`src/rtl/clock_pkg.sv`:
```
// ============================================================================
// clock_pkg : shared BCD digit type, digit limits and modulus split helpers
// Rev 1.0
// ============================================================================
`default_nettype none

package clock_pkg;

  typedef logic [3:0] bcd_digit_t;

  localparam bcd_digit_t BCD_MAX_DIGIT = 4'd9;
  localparam bcd_digit_t MIN_DIGIT     = 4'd0;

  function automatic bcd_digit_t bcd_tens(input int n);
    return bcd_digit_t'((n / 10) % 10);
  endfunction

  function automatic bcd_digit_t bcd_units(input int n);
    return bcd_digit_t'(n % 10);
  endfunction

endpackage

`default_nettype wire

```
`src/rtl/bcd_digit_step.sv`:
```
// ============================================================================
// bcd_digit_step : one BCD digit incremented/decremented with rollover flag
// Rev 1.0
// ============================================================================
`default_nettype none

module bcd_digit_step (
  input  logic [3:0] digit,
  input  logic       down,
  output logic [3:0] next_digit,
  output logic       rollover
);
  import clock_pkg::*;

  always_comb begin
    next_digit = digit;
    rollover   = 1'b0;
    if (down) begin
      rollover   = (digit == MIN_DIGIT);
      next_digit = rollover ? BCD_MAX_DIGIT : digit - 4'd1;
    end else begin
      rollover   = (digit == BCD_MAX_DIGIT);
      next_digit = rollover ? MIN_DIGIT : digit + 4'd1;
    end
  end

endmodule

`default_nettype wire

```
`src/rtl/bcd_mod_counter.sv`:
```
// ============================================================================
// bcd_mod_counter : two-digit BCD modulo counter with load and cascade carry.
// Define BCD_CNT_DOWN_EN to build in down-counting and borrow generation.
// Rev 1.0
// ============================================================================
`default_nettype none

module bcd_mod_counter #(
  parameter int MODULUS = 60
) (
  input  logic       cnt_clock,
  input  logic       reset,
  input  logic       cnt_en,
  input  logic       cnt_down,
  input  logic       cnt_load,
  input  logic [3:0] cnt_load_lsd,
  input  logic [3:0] cnt_load_msd,
  output logic [3:0] cnt_lsd,
  output logic [3:0] cnt_msd,
  output logic       cnt_carry,
  output logic       cnt_load_err
);
  import clock_pkg::*;

  localparam bcd_digit_t TERM_MSD = bcd_tens(MODULUS - 1);
  localparam bcd_digit_t TERM_LSD = bcd_units(MODULUS - 1);
  localparam logic [7:0] MOD_W    = 8'(MODULUS);

  if (MODULUS < 2 || MODULUS > 100) begin : g_bad_modulus
    $error("bcd_mod_counter: MODULUS must be in 2..100");
  end

  logic       dir_down;
  logic       at_max;
  logic       terminal;
  logic [3:0] lsd_step;
  logic [3:0] msd_step;
  logic       lsd_roll;
  logic       msd_roll_unused;
  logic [3:0] next_lsd;
  logic [3:0] next_msd;
  logic [7:0] load_value;
  logic       load_ok;

  assign at_max = (cnt_msd == TERM_MSD) && (cnt_lsd == TERM_LSD);

`ifdef BCD_CNT_DOWN_EN
  logic at_zero;
  assign dir_down = cnt_down;
  assign at_zero  = (cnt_msd == MIN_DIGIT) && (cnt_lsd == MIN_DIGIT);
  assign terminal = dir_down ? at_zero : at_max;
`else
  logic unused_cnt_down;
  assign unused_cnt_down = cnt_down;
  assign dir_down        = 1'b0;
  assign terminal        = at_max;
`endif

  bcd_digit_step u_lsd_step (
    .digit      (cnt_lsd),
    .down       (dir_down),
    .next_digit (lsd_step),
    .rollover   (lsd_roll)
  );

  bcd_digit_step u_msd_step (
    .digit      (cnt_msd),
    .down       (dir_down),
    .next_digit (msd_step),
    .rollover   (msd_roll_unused)
  );

  // The tens digit only moves when the units digit rolls; the modulus wrap
  // overrides both digits because it rarely lands on a 9->0 boundary.
  always_comb begin
    next_lsd = lsd_step;
    next_msd = lsd_roll ? msd_step : cnt_msd;
    if (terminal) begin
`ifdef BCD_CNT_DOWN_EN
      if (dir_down) begin
        next_lsd = TERM_LSD;
        next_msd = TERM_MSD;
      end else begin
        next_lsd = MIN_DIGIT;
        next_msd = MIN_DIGIT;
      end
`else
      next_lsd = MIN_DIGIT;
      next_msd = MIN_DIGIT;
`endif
    end
  end

  assign load_value = ({4'd0, cnt_load_msd} * 8'd10) + {4'd0, cnt_load_lsd};
  assign load_ok    = (cnt_load_lsd <= BCD_MAX_DIGIT) &&
                      (cnt_load_msd <= BCD_MAX_DIGIT) &&
                      (load_value < MOD_W);

  always_ff @(posedge cnt_clock or posedge reset) begin
    if (reset) begin
      cnt_lsd      <= MIN_DIGIT;
      cnt_msd      <= MIN_DIGIT;
      cnt_load_err <= 1'b0;
    end else if (cnt_load) begin
      if (load_ok) begin
        cnt_lsd      <= cnt_load_lsd;
        cnt_msd      <= cnt_load_msd;
        cnt_load_err <= 1'b0;
      end else begin
        cnt_load_err <= 1'b1;
      end
    end else if (cnt_en) begin
      cnt_lsd <= next_lsd;
      cnt_msd <= next_msd;
    end
  end

  assign cnt_carry = cnt_en & ~cnt_load & terminal;

endmodule

`default_nettype wire

```
`config.mk`:
```
export PLATFORM = sky130hd
export DESIGN_NAME = bcd_mod_counter
export DESIGN_NICKNAME = d
export VERILOG_FILES = /design/src/rtl/clock_pkg.sv /design/src/rtl/bcd_digit_step.sv /design/src/rtl/bcd_mod_counter.sv
export SDC_FILE = /design/constraint.sdc
export NUM_CORES = 1
export LEC_CHECK = 0
export CORE_MARGIN = 3
export CORE_UTILIZATION = 29
export DETAILED_ROUTE_END_ITERATION = 10
export MAX_ROUTING_LAYER = met4
export PLACE_DENSITY = 0.56
export SYNTH_ARGS = -nofsm -noshare
export SYNTH_HDL_FRONTEND = slang
export SYNTH_SLANG_ARGS = --single-unit
export TNS_END_PERCENT = 50
```
`constraint.sdc`:
```
create_clock -name cnt_clock -period 4.33 [get_ports cnt_clock]
set_clock_uncertainty 0.1 [all_clocks]
set_input_delay 0.6495 -clock cnt_clock [delete_from_list [all_inputs] [get_ports cnt_clock]]
set_output_delay 0.6495 -clock cnt_clock [all_outputs]
set_load 0.05 [all_outputs]
```
Word level (Yosys, flattened, before mapping)
Cells that the tools add are included.
{"block": "word_totals", "register_bits": 9}
{"block": "classes", "multipliers": 1, "mux": 12, "n_reduce_logical": 7, "order_cmp": 3, "eq_ne": 4, "bitwise": 3, "addsub": 3}
{"operator": "$mux 4", "n": 11}
{"operator": "$add 4x1->4 const B", "n": 2}
{"operator": "$add 8x4->8", "n": 1}
{"operator": "$eq 4x4->1 const B", "n": 2}
{"operator": "$le 4x4->1 const B", "n": 2}
{"operator": "$lt 8x6->1 const B", "n": 1}
{"operator": "$mul 4x3->7 const B", "n": 1}
{"operator": "$eq 4x3->1 const B", "n": 1}
{"operator": "$logic_and 1x1->1", "n": 3}
{"operator": "$reduce_and 3->1", "n": 1}
{"operator": "$reduce_bool 3->1", "n": 1}
{"operator": "$and 1x1->1", "n": 2}
{"operator": "$ne 2x1->1 const B", "n": 1}
{"operator": "$reduce_and 2->1", "n": 1}
{"operator": "$reduce_bool 2->1", "n": 1}
{"operator": "$mux 1", "n": 1}
{"operator": "$not 1->1", "n": 1}

Depth between registers and ports, before layout
Gate-level depths: netlist (run 1).
{"block": "depth", "ltp_word": 6, "ltp_mapped": 10}

Modules after synthesis
A second synthesis (run 1) with hierarchy kept.
{"block": "unflattened", "cells_unflattened": 153, "hier_area_um2": 1278.7}
{"module": "bcd_mod_counter", "instances": 1, "area_per_inst_um2": 850.8, "cells_each": 99, "seq_area_each_um2": 225.2}
{"module": "bcd_digit_step", "instances": 2, "area_per_inst_um2": 214.0, "cells_each": 27, "seq_area_each_um2": 0.0}

Worst setup path after synthesis (run 1)
No wires, ideal clock.
{"block": "synth_path", "kind": "input to register", "start": "input port cnt_load_msd[1]", "end": "register cnt_lsd[0]", "setup_ps": 125, "slack_ps": 925, "t_required_ps": 4105, "t_arrival_ps": 3179, "stages": 10, "path_cell_list": "ha_1 ha_1 fa_1 nand2b_1 a2111oi_2 nor3_1 or4_4 a31o_1 buf_6 mux2_4"}
{"block": "synth_between", "elab_chain_cells": 6}
{"element": "start, declared", "line": "bcd_mod_counter.sv:17", "rtl": "input logic [3:0] cnt_load_msd,"}
{"element": "$mul 4x3->7", "line": "bcd_mod_counter.sv:94", "rtl": "assign load_value = ({4'd0, cnt_load_msd} * 8'd10) + {4'd0, cnt_load_lsd};"}
{"element": "$add 8x4->8", "line": "bcd_mod_counter.sv:94"}
{"element": "$lt 8x6->1", "line": "bcd_mod_counter.sv:97", "rtl": "(load_value < MOD_W);"}
{"element": "$logic_and 1x1->1 (*)", "line": "bcd_mod_counter.sv:96", "rtl": "(cnt_load_msd <= BCD_MAX_DIGIT) &&"}
{"element": "$ne 2x1->1 (no source line) (*)"}
{"element": "$reduce_and 2->1 (no source line) (*)"}
{"element": "end signal, assigned", "line": "bcd_mod_counter.sv:106", "rtl": "cnt_lsd <= cnt_load_lsd;"}
{"element": "end signal, assigned", "line": "bcd_mod_counter.sv:113", "rtl": "cnt_lsd <= next_lsd;"}
{"element": "end, declared", "line": "bcd_mod_counter.sv:18", "rtl": "output logic [3:0] cnt_lsd,"}
Every way passes the cells marked *; elsewhere a longest branch is shown, timed or not.
A chain may end at the register's enable or synchronous reset.

Worst setup path in the final report (run 1)
Ends and elaborated chain as after synthesis.

==> results of run 1 <==
-- metal layers --
metal	GRT usage (%)	wire (um)	up-vias
li1	-	-	464
met2	17.92	971	20
met4	3.235	21	0
met5	-	0	-
met3	3.743	119	4
met1	17.40	1211	429
-- through the flow --
| step | total power [mW] | hold slack [ps] | setup WS (ps) | instances |
|---|---|---|---|---|
| 6_report | 0.6024 | 385.7 | 504.9 | 178 |
| 5_1_grt | 0.6480 | 419.7 | 420.8 | 178 |
| 4_1_cts | 0.6085 | 387.9 | 542.0 | 178 |
| 3_5_place_dp | 0.5422 | 374.7 | 268.4 | 174 |
| 3_3_place_gp | 0.5366 | 370.9 | 324.4 | 174 |
| 2_1_floorplan | 0.4201 | 377.4 | 925.4 | 107 |
-- worst reg2reg max path: stages (launching register included) --
cell and delay [ps]:
dfrtp_1 410, inv_1 90, ha_1 140, nand3b_1 230
nor3_1 340, o21ai_0 170, a32o_1 280
-- power groups by stage --
stage	combinational (mW)	clock, mW	sequential, mW
final	0.375	0.0635	0.164
after global placement	0.372	0	0.164
after CTS	0.378	0.0659	0.164
after floorplan	0.143	0	0.277
after detailed placement	0.377	0	0.166
after global routing	0.404	0.0728	0.172
-- cells in the final DEF, fill, tap and decap left out, types with 2 or more instances in the layout --
| cell type | instances |
|---|---|
| dfrtp_1 | 9 |
| inv_1 | 7 |
| o31ai_1 | 2 |
| nor2_1 | 4 |
| fa_1 | 2 |
| a211o_1 | 2 |
| nor3_1 | 2 |
| buf_4 | 5 |
| nand2_1 | 10 |
| o21ai_0 | 7 |
| a32o_1 | 5 |
| a31o_1 | 2 |
| nand3_1 | 3 |
| a31oi_1 | 2 |
| a21oi_1 | 5 |
| nand2b_1 | 6 |
| clkdlybuf4s50_1 | 21 |
| nor2b_1 | 6 |
| clkbuf_4 | 3 |
| ha_1 | 10 |
| a22oi_1 | 2 |
-- final cells by class --
cell class / instances / area [um^2] / area share [%]
multi-input cells: 88 / 676.9 / 53.83
well taps: 44 / 55.05 / 4.378
flip-flops and latches: 9 / 225.2 / 17.91
inverters: 7 / 26.28 / 2.090
clock buffers: 4 / 26.28 / 2.090
repair buffers: 26 / 247.7 / 19.70
-- state kept, by name, indices dropped and copies added (netlist names) --
signal / cells
cnt_load_err: 1
cnt_msd: 4
cnt_lsd: 4
-- logic make-up after synthesis --
group	share of synthesized area (%)
xor+xnor	1.842
mux	2.631
flops	23.68
buf+inv	5.132
compound gates	29.21
fa+ha+maj	17.37
simple gates	20.13
-- path summary, 6_finish.rpt --
path                           endpoint
max in group asynchronous    cnt_msd[1]
min                        cnt_load_err
min reg2reg                cnt_load_err
max                          cnt_lsd[0]
max reg2reg                  cnt_msd[2]
min in group asynchronous    cnt_lsd[3]
==> results.toml, run 1 <==
[hold_path]
min_path_cells = 1
hold_class = "register to register"
min_from = "cnt_load_err"

[timing]
fin_setup_tns_ps = 0
post-route-period-util_pct = 88.34
fmax_ghz = 0.2614
slew_viol_final = 0
hold_violations = 0
relSlewSlack_pct = 66.69
min_period_ps = 3825
finalSetupViolations = 0
tightest_slew_ps = 498.1
rsz0062_at_grt = "no"

[global_routing]
grt_start_max_net_pins = 20
grt_pass1_vias = 849
globalRouteTotalUtil_pct = 12.59
grt_pass1_wl_mm = 3.905
grt_antenna_before_repair = 0
gr-total-overflow = 0

[setup_path]
reg2reg_slack_ps = 2450
startpoint_type = "input pin"
reg2reg_depth = 6
slowest_delay_ps = 540
path_cells = "clkdlybuf4s50_1, ha_1, ha_1, fa_1, nand2_1, a2111oi_1, nor3_1, or4_4, a31o_1, mux2_4"
worstSetupStartpoint = "cnt_load_msd[1]"
timing.rr.start = "cnt_lsd[1]"
cp.required_ps = 4380
worst-path-buf-inv = 1
path_common_cell = "ha_1"
cp-end-kind = "register"
cpMaxStageDelayCell = "fa_1"
crit_fanout = 8
crit_family = "adder cells"
worstSetupPathType = "input pin to register"
arrival_ps = 3870
cp.depth = 10

[synth]
ys_types = 39
ys_ff_latch = 9
synthTopCellsByCount = "10 x ha_1, 10 x nand2_1, 9 x dfrtp_1, 7 x inv_1, 7 x o21ai_0"
synthArstFlopShare_pct = 100.0
ys_seq_area_share_pct = 23.68
synth-edff-count = 0
netlist_top_cells_area = "dfrtp_1 24%, ha_1 13%, a32o_1 5.3%"
syn_inst = 107
synth_ff_type = "dfrtp_1"
synth_top_area_share_pct = 23.68
syn_area_um2 = 950.9
yosys_warnings = 0
syn-num-nets = 132
synth_top_area_cell = "dfrtp_1"
syn_area_per_cell_um2 = 8.887

[floorplan]
coreArea_mm2 = 0.003103
die_h_um = 63.26
io-pin-count = 23
rows = 20
start_util_pct = 30.65
dieArea_mm2 = 0.004002
die_x_um = 63.26

[power_and_ir_drop]
power.density_mw_per_mm2 = 479.1
p_comb_share_pct = 62.2
switching_power_mw = 0.2984
switching_share_pct = 49.53
leakagePower_nw = 0.5197
intPower_mw = 0.3040
seq_power_share_pct = 27.3
p_clk_share_pct = 10.5
irDropWorstVdd_uv = 328.2

[routing]
drt-vias-per-instance = 5.152
drt_pre_antenna_iters = 4
drtIter0Drc = 40
ant_nets = 0
wl_per_cell_um = 13.05
vias = 917
drt_wl_total_mm = 2.323
drc = 0

[placement]
portBuffers = 21
placed_area_mm2 = 0.001231
dpl.hpwl_mm = 1.816
gp_congestion = 0.8025

[layout]
n_fill_cell = 344
fin_util_pct = 40.52
final_area_mm2 = 0.001257
drive_gt1_share_pct = 8.209
nets = 160
antenna_cells = 0
area_growth_pct = 32.24

[cts]
cts_hold_buf = 0
htree_num_levels = 1
clk_pin_slew_ps = 60
cts_setup_buffers = 0
clk-insertion-delay-late_ps = 260
cts_tree = "done"
cts_resized = 0
clock_sinks = 9
clk_root_buffer_cell = "clkbuf_4"
cts.path.max_buffers = 2
cts_buffers = 3

[run]
max_cap_violations = 0

[status]
status = "completed"
Note: power is estimated with default switching activity, not from simulation.
==> run 2: changes to the inputs <==
- CORE_MARGIN: 3 -> 2
==> run 2 against run 1 <==
Wire length grew 1.2%. Clock-buffer cell count is the same. Maximum frequency shrank 1.7%. Combinational power is essentially flat. Non-clock buffer count shrank 2.
==> results.toml, run 2 (synthesis results as in run 1) <==
[timing]
finalSetupViolations = 0
rsz0062_at_grt = "no"
hold_violations = 0
min_period_ps = 3893
fin_ws_ps = 436.8
fin_setup_tns_ps = 0
hold_slack_ps = 387.3
fmax_ghz = 0.2569
slew_viol_final = 0
post-route-period-util_pct = 89.91
relSlewSlack_pct = 66.38
tightest_slew_ps = 502.7

[layout]
antenna_cells = 0
nets = 158
area_growth_pct = 30.66
final_cell_mix = "21 x clkdlybuf4s50_1, 10 x nand2_1, 10 x ha_1"
drive_gt1_share_pct = 6.818
finalNonFillerCells = 176
top_regs = "cnt_lsd (4), cnt_msd (4), cnt_load_err (1)"
final_common_cell = "clkdlybuf4s50_1"

[power_and_ir_drop]
power.density_mw_per_mm2 = 484.8
finalPower_mw = 0.6024
irDropWorstVdd_uv = 271.9
leakagePower_nw = 0.5101

[setup_path]
crit_family = "adder cells"
path_cells = "clkdlybuf4s50_1, ha_1, ha_1, fa_1, nand2_1, a2111oi_1, nor3_1, or4_4, a31o_1, mux2_4"
cp-end-kind = "register"
crit_fanout = 8
cp.required_ps = 4370
arrival_ps = 3930
startpoint_type = "input pin"
worstSetupPathType = "input pin to register"
cpMaxStageDelayCell = "clkdlybuf4s50_1"
worst-path-buf-inv = 1
slowest_delay_ps = 580
path_common_cell = "ha_1"

[routing]
drt_wl_total_mm = 2.351
wl_per_cell_um = 13.36
drc = 0
drtIter0Drc = 35
drt_pre_antenna_iters = 5
ant_nets = 0
drt-vias-per-instance = 5.227
vias = 920

[floorplan]
dieArea_mm2 = 0.003753
io-pin-count = 23
start_util_pct = 30.89
die_x_um = 61.26
rows = 20
coreArea_mm2 = 0.003078
die_h_um = 61.26

[cts]
clk_pin_slew_ps = 60
cts.path.max_buffers = 2
clk_root_buffer_cell = "clkbuf_4"
clock_sinks = 9
cts_buffers = 3
cts_hold_buf = 0
cts_resized = 0
htree_num_levels = 1
clk-insertion-delay-late_ps = 250
cts_setup_buffers = 0
cts_tree = "done"

[global_routing]
grt_antenna_before_repair = 0
grt_start_max_net_pins = 20
gr-total-overflow = 0
grt_pass1_wl_mm = 4.098
globalRouteTotalUtil_pct = 14.52
met1_usage_pct = 19.35
grt_util_met3_pct = 1.471
met2_usage_pct = 24.16
grt_pass1_vias = 973
busiest_layer = "met2"

[run]
max_cap_violations = 0

[placement]
dp_cells = 172
gp_congestion = 0.8341
dpl.hpwl_mm = 1.829
place_ws_ps = 192.1
portBuffers = 21

[status]
status = "completed"

[hold_path]
hold_class = "register to register"
==> run 2: changes by cell type in the layout (fill, tap and decap cells not counted), sizes merged <==
cell	change
buf	-2
==> run 2: final timing paths <==
check                                start  slack [ps]  depth (start not counted)           end
min reg2reg                   cnt_load_err         390                          1  cnt_load_err
max in group asynchronous            reset        3310                          2    cnt_msd[2]
max                        cnt_load_msd[3]         440                         10    cnt_lsd[0]
max reg2reg                     cnt_lsd[1]        2400                          8    cnt_msd[3]
min in group asynchronous            reset         550                          2    cnt_lsd[2]
min                           cnt_load_err         390                          1  cnt_load_err
==> run 2: metrics by stage <==
| stage | utilization (%) | cell area (um^2) |
|---|---|---|
| after floorplan | - | 950.9 |
| after detailed placement | 39.51 | 1216 |
| after CTS | 40.37 | 1242 |
| after global routing | 40.37 | 1242 |
| after global placement | 39.51 | 1216 |
| final | 40.37 | 1242 |
==> run 2: layout make-up <==
type                       instances  area, um^2
tap                               44       55.05
inverter                           7       26.28
timing repair buffer              24       232.7
fill                             324        1836
clock buffer                       4       26.28
sequential                         9       225.2
multi-input combinational         88       676.9
==> run 2: power breakdown <==
part | switching, mW | internal, mW
combinational | 0.225 | 0.149
clock | 0.0268 | 0.0353
sequential | 0.0475 | 0.118
==> run 2: layer usage <==
layer  share of wire [%]  wire length (um)
met5                   0                 0
met4                   0                 0
met3                 3.1                73
met2                  49              1143
met1                  48              1134
==> run 3: changes to the inputs <==
- CAP_MARGIN: default -> 20
- CORE_MARGIN: 2 -> 4
==> run 3 against run 2 <==
Die area increased by 13%. Register-to-register slack gained 60 ps. Critical endpoint unchanged. Worst setup slack gained 30 ps. Utilization down 0.084 points.
==> results.toml, run 3 (synthesis results as in run 1) <==
[status]
status = "completed"

[setup_path]
cpMaxStageDelayCell = "clkdlybuf4s50_1"
r2r-end = "cnt_msd[3]"
arrival_ps = 3910
worstSetupPathType = "input pin to register"
slowest_delay_ps = 570
cp-end-kind = "register"
worstSetupStartpoint = "cnt_load_msd[3]"
crit_family = "adder cells"
crit_fanout = 8
path_common_cell = "ha_1"
worst-path-buf-inv = 1
cp.required_ps = 4370
timing.rr.start = "cnt_lsd[1]"
path_cells = "clkdlybuf4s50_1, ha_1, ha_1, fa_1, nand2_1, a2111oi_1, nor3_1, or4_4, a31o_1, mux2_4"
startpoint_type = "input pin"
crit_end = "cnt_lsd[0]"
reg2reg_slack_ps = 2460
cp.depth = 10
reg2reg_depth = 8

[cts]
clk_pin_slew_ps = 60
cts_hold_buf = 0
clk-insertion-delay-late_ps = 260
clk_root_buffer_cell = "clkbuf_4"
cts_resized = 0
cts_buffers = 3
htree_num_levels = 1
cts_setup_buffers = 0
cts_tree = "done"
clock_sinks = 9
cts.path.max_buffers = 2

[placement]
portBuffers = 21
dp_cells = 173
dpl.hpwl_mm = 1.880
gp_congestion = 0.8243

[global_routing]
grt_pass1_wl_mm = 4.133
grt_pass1_vias = 910
globalRouteTotalUtil_pct = 12.50
grt_start_max_net_pins = 20
grt_antenna_before_repair = 0
gr-total-overflow = 0

[timing]
min_period_ps = 3864
post-route-period-util_pct = 89.23
relSlewSlack_pct = 66.44
hold_violations = 0
slew_viol_final = 0
finalSetupViolations = 0
hold_slack_ps = 382.5
rsz0062_at_grt = "no"
fmax_ghz = 0.2588
tightest_slew_ps = 501.8
fin_setup_tns_ps = 0

[layout]
nets = 159
fin_util_pct = 40.28
area_growth_pct = 31.45
final_cell_mix = "21 x clkdlybuf4s50_1, 10 x nand2_1, 10 x ha_1"
finalNonFillerCells = 177
final_common_cell = "clkdlybuf4s50_1"
drive_gt1_share_pct = 7.519
n_fill_cell = 346
top_regs = "cnt_lsd (4), cnt_msd (4), cnt_load_err (1)"
antenna_cells = 0

[power_and_ir_drop]
irDropWorstVdd_uv = 263.4
leakagePower_nw = 0.5149
finalPower_mw = 0.6052
power.density_mw_per_mm2 = 484.2

[routing]
drc = 0
ant_nets = 0
wl_per_cell_um = 13.66
drtIter0Drc = 63
drt_wl_total_mm = 2.417
drt-vias-per-instance = 5.181
vias = 917
drt_pre_antenna_iters = 4

[floorplan]
dieArea_mm2 = 0.004259
die_x_um = 65.26
io-pin-count = 23
die_h_um = 65.26
start_util_pct = 30.65
rows = 20
coreArea_mm2 = 0.003103

[hold_path]
hold_class = "register to register"

[run]
max_cap_violations = 0
-- run 3: worst min path at each step --
stage            startpoint           end  slack (ps)  cells after the start
2_1_floorplan         reset  cnt_load_err         380                      1
3_3_place_gp   cnt_load_err  cnt_load_err         370                      1
3_5_place_dp   cnt_load_err  cnt_load_err         370                      1
4_1_cts        cnt_load_err  cnt_load_err         390                      1
5_1_grt        cnt_load_err  cnt_load_err         430                      1
6_report       cnt_load_err  cnt_load_err         380                      1
-- run 3: worst register-to-register path, stage by stage, from the launching register on --
cell and delay (ps):
dfrtp_1 410, inv_1 90, ha_1 150, nand3b_1 240, nor2b_1 170, o21ai_0 90, nand2b_1 120, o21ai_0 120
a32o_1 270
-- run 3: final cells by class --
cell class | count | area (um^2) | area share (%)
multi-input cells | 88 | 676.9 | 54.15
inverters | 7 | 26.28 | 2.102
well taps | 44 | 55.05 | 4.404
flip-flops and latches | 9 | 225.2 | 18.02
clock buffers | 4 | 26.28 | 2.102
repair buffers | 25 | 240.2 | 19.22
-- run 3: through the flow --
stage,setup slack (ps),cell area [um^2]
after CTS,462.3,1250
after global placement,237.0,1224
final,466.4,1250
after global routing,309.0,1250
after detailed placement,203.1,1224
after floorplan,925.4,950.9
-- run 3: routing by layer --
metal | vias to the layer above | share of wire [%] | routed length [um] | GRT usage [%]
li1 | 460 | - | - | -
met1 | 436 | 49 | 1188 | 15.79
met2 | 19 | 47 | 1126 | 20.23
met3 | 2 | 3.9 | 94 | 3.419
met4 | 0 | 0.33 | 8 | 2.332
met5 | - | 0 | 0 | -
-- run 3: where the power goes --
group | internal (mW) | switching, mW
Sequential | 0.118 | 0.0497
Combinational | 0.149 | 0.225
Clock | 0.0354 | 0.0279
Total | 0.303 | 0.302
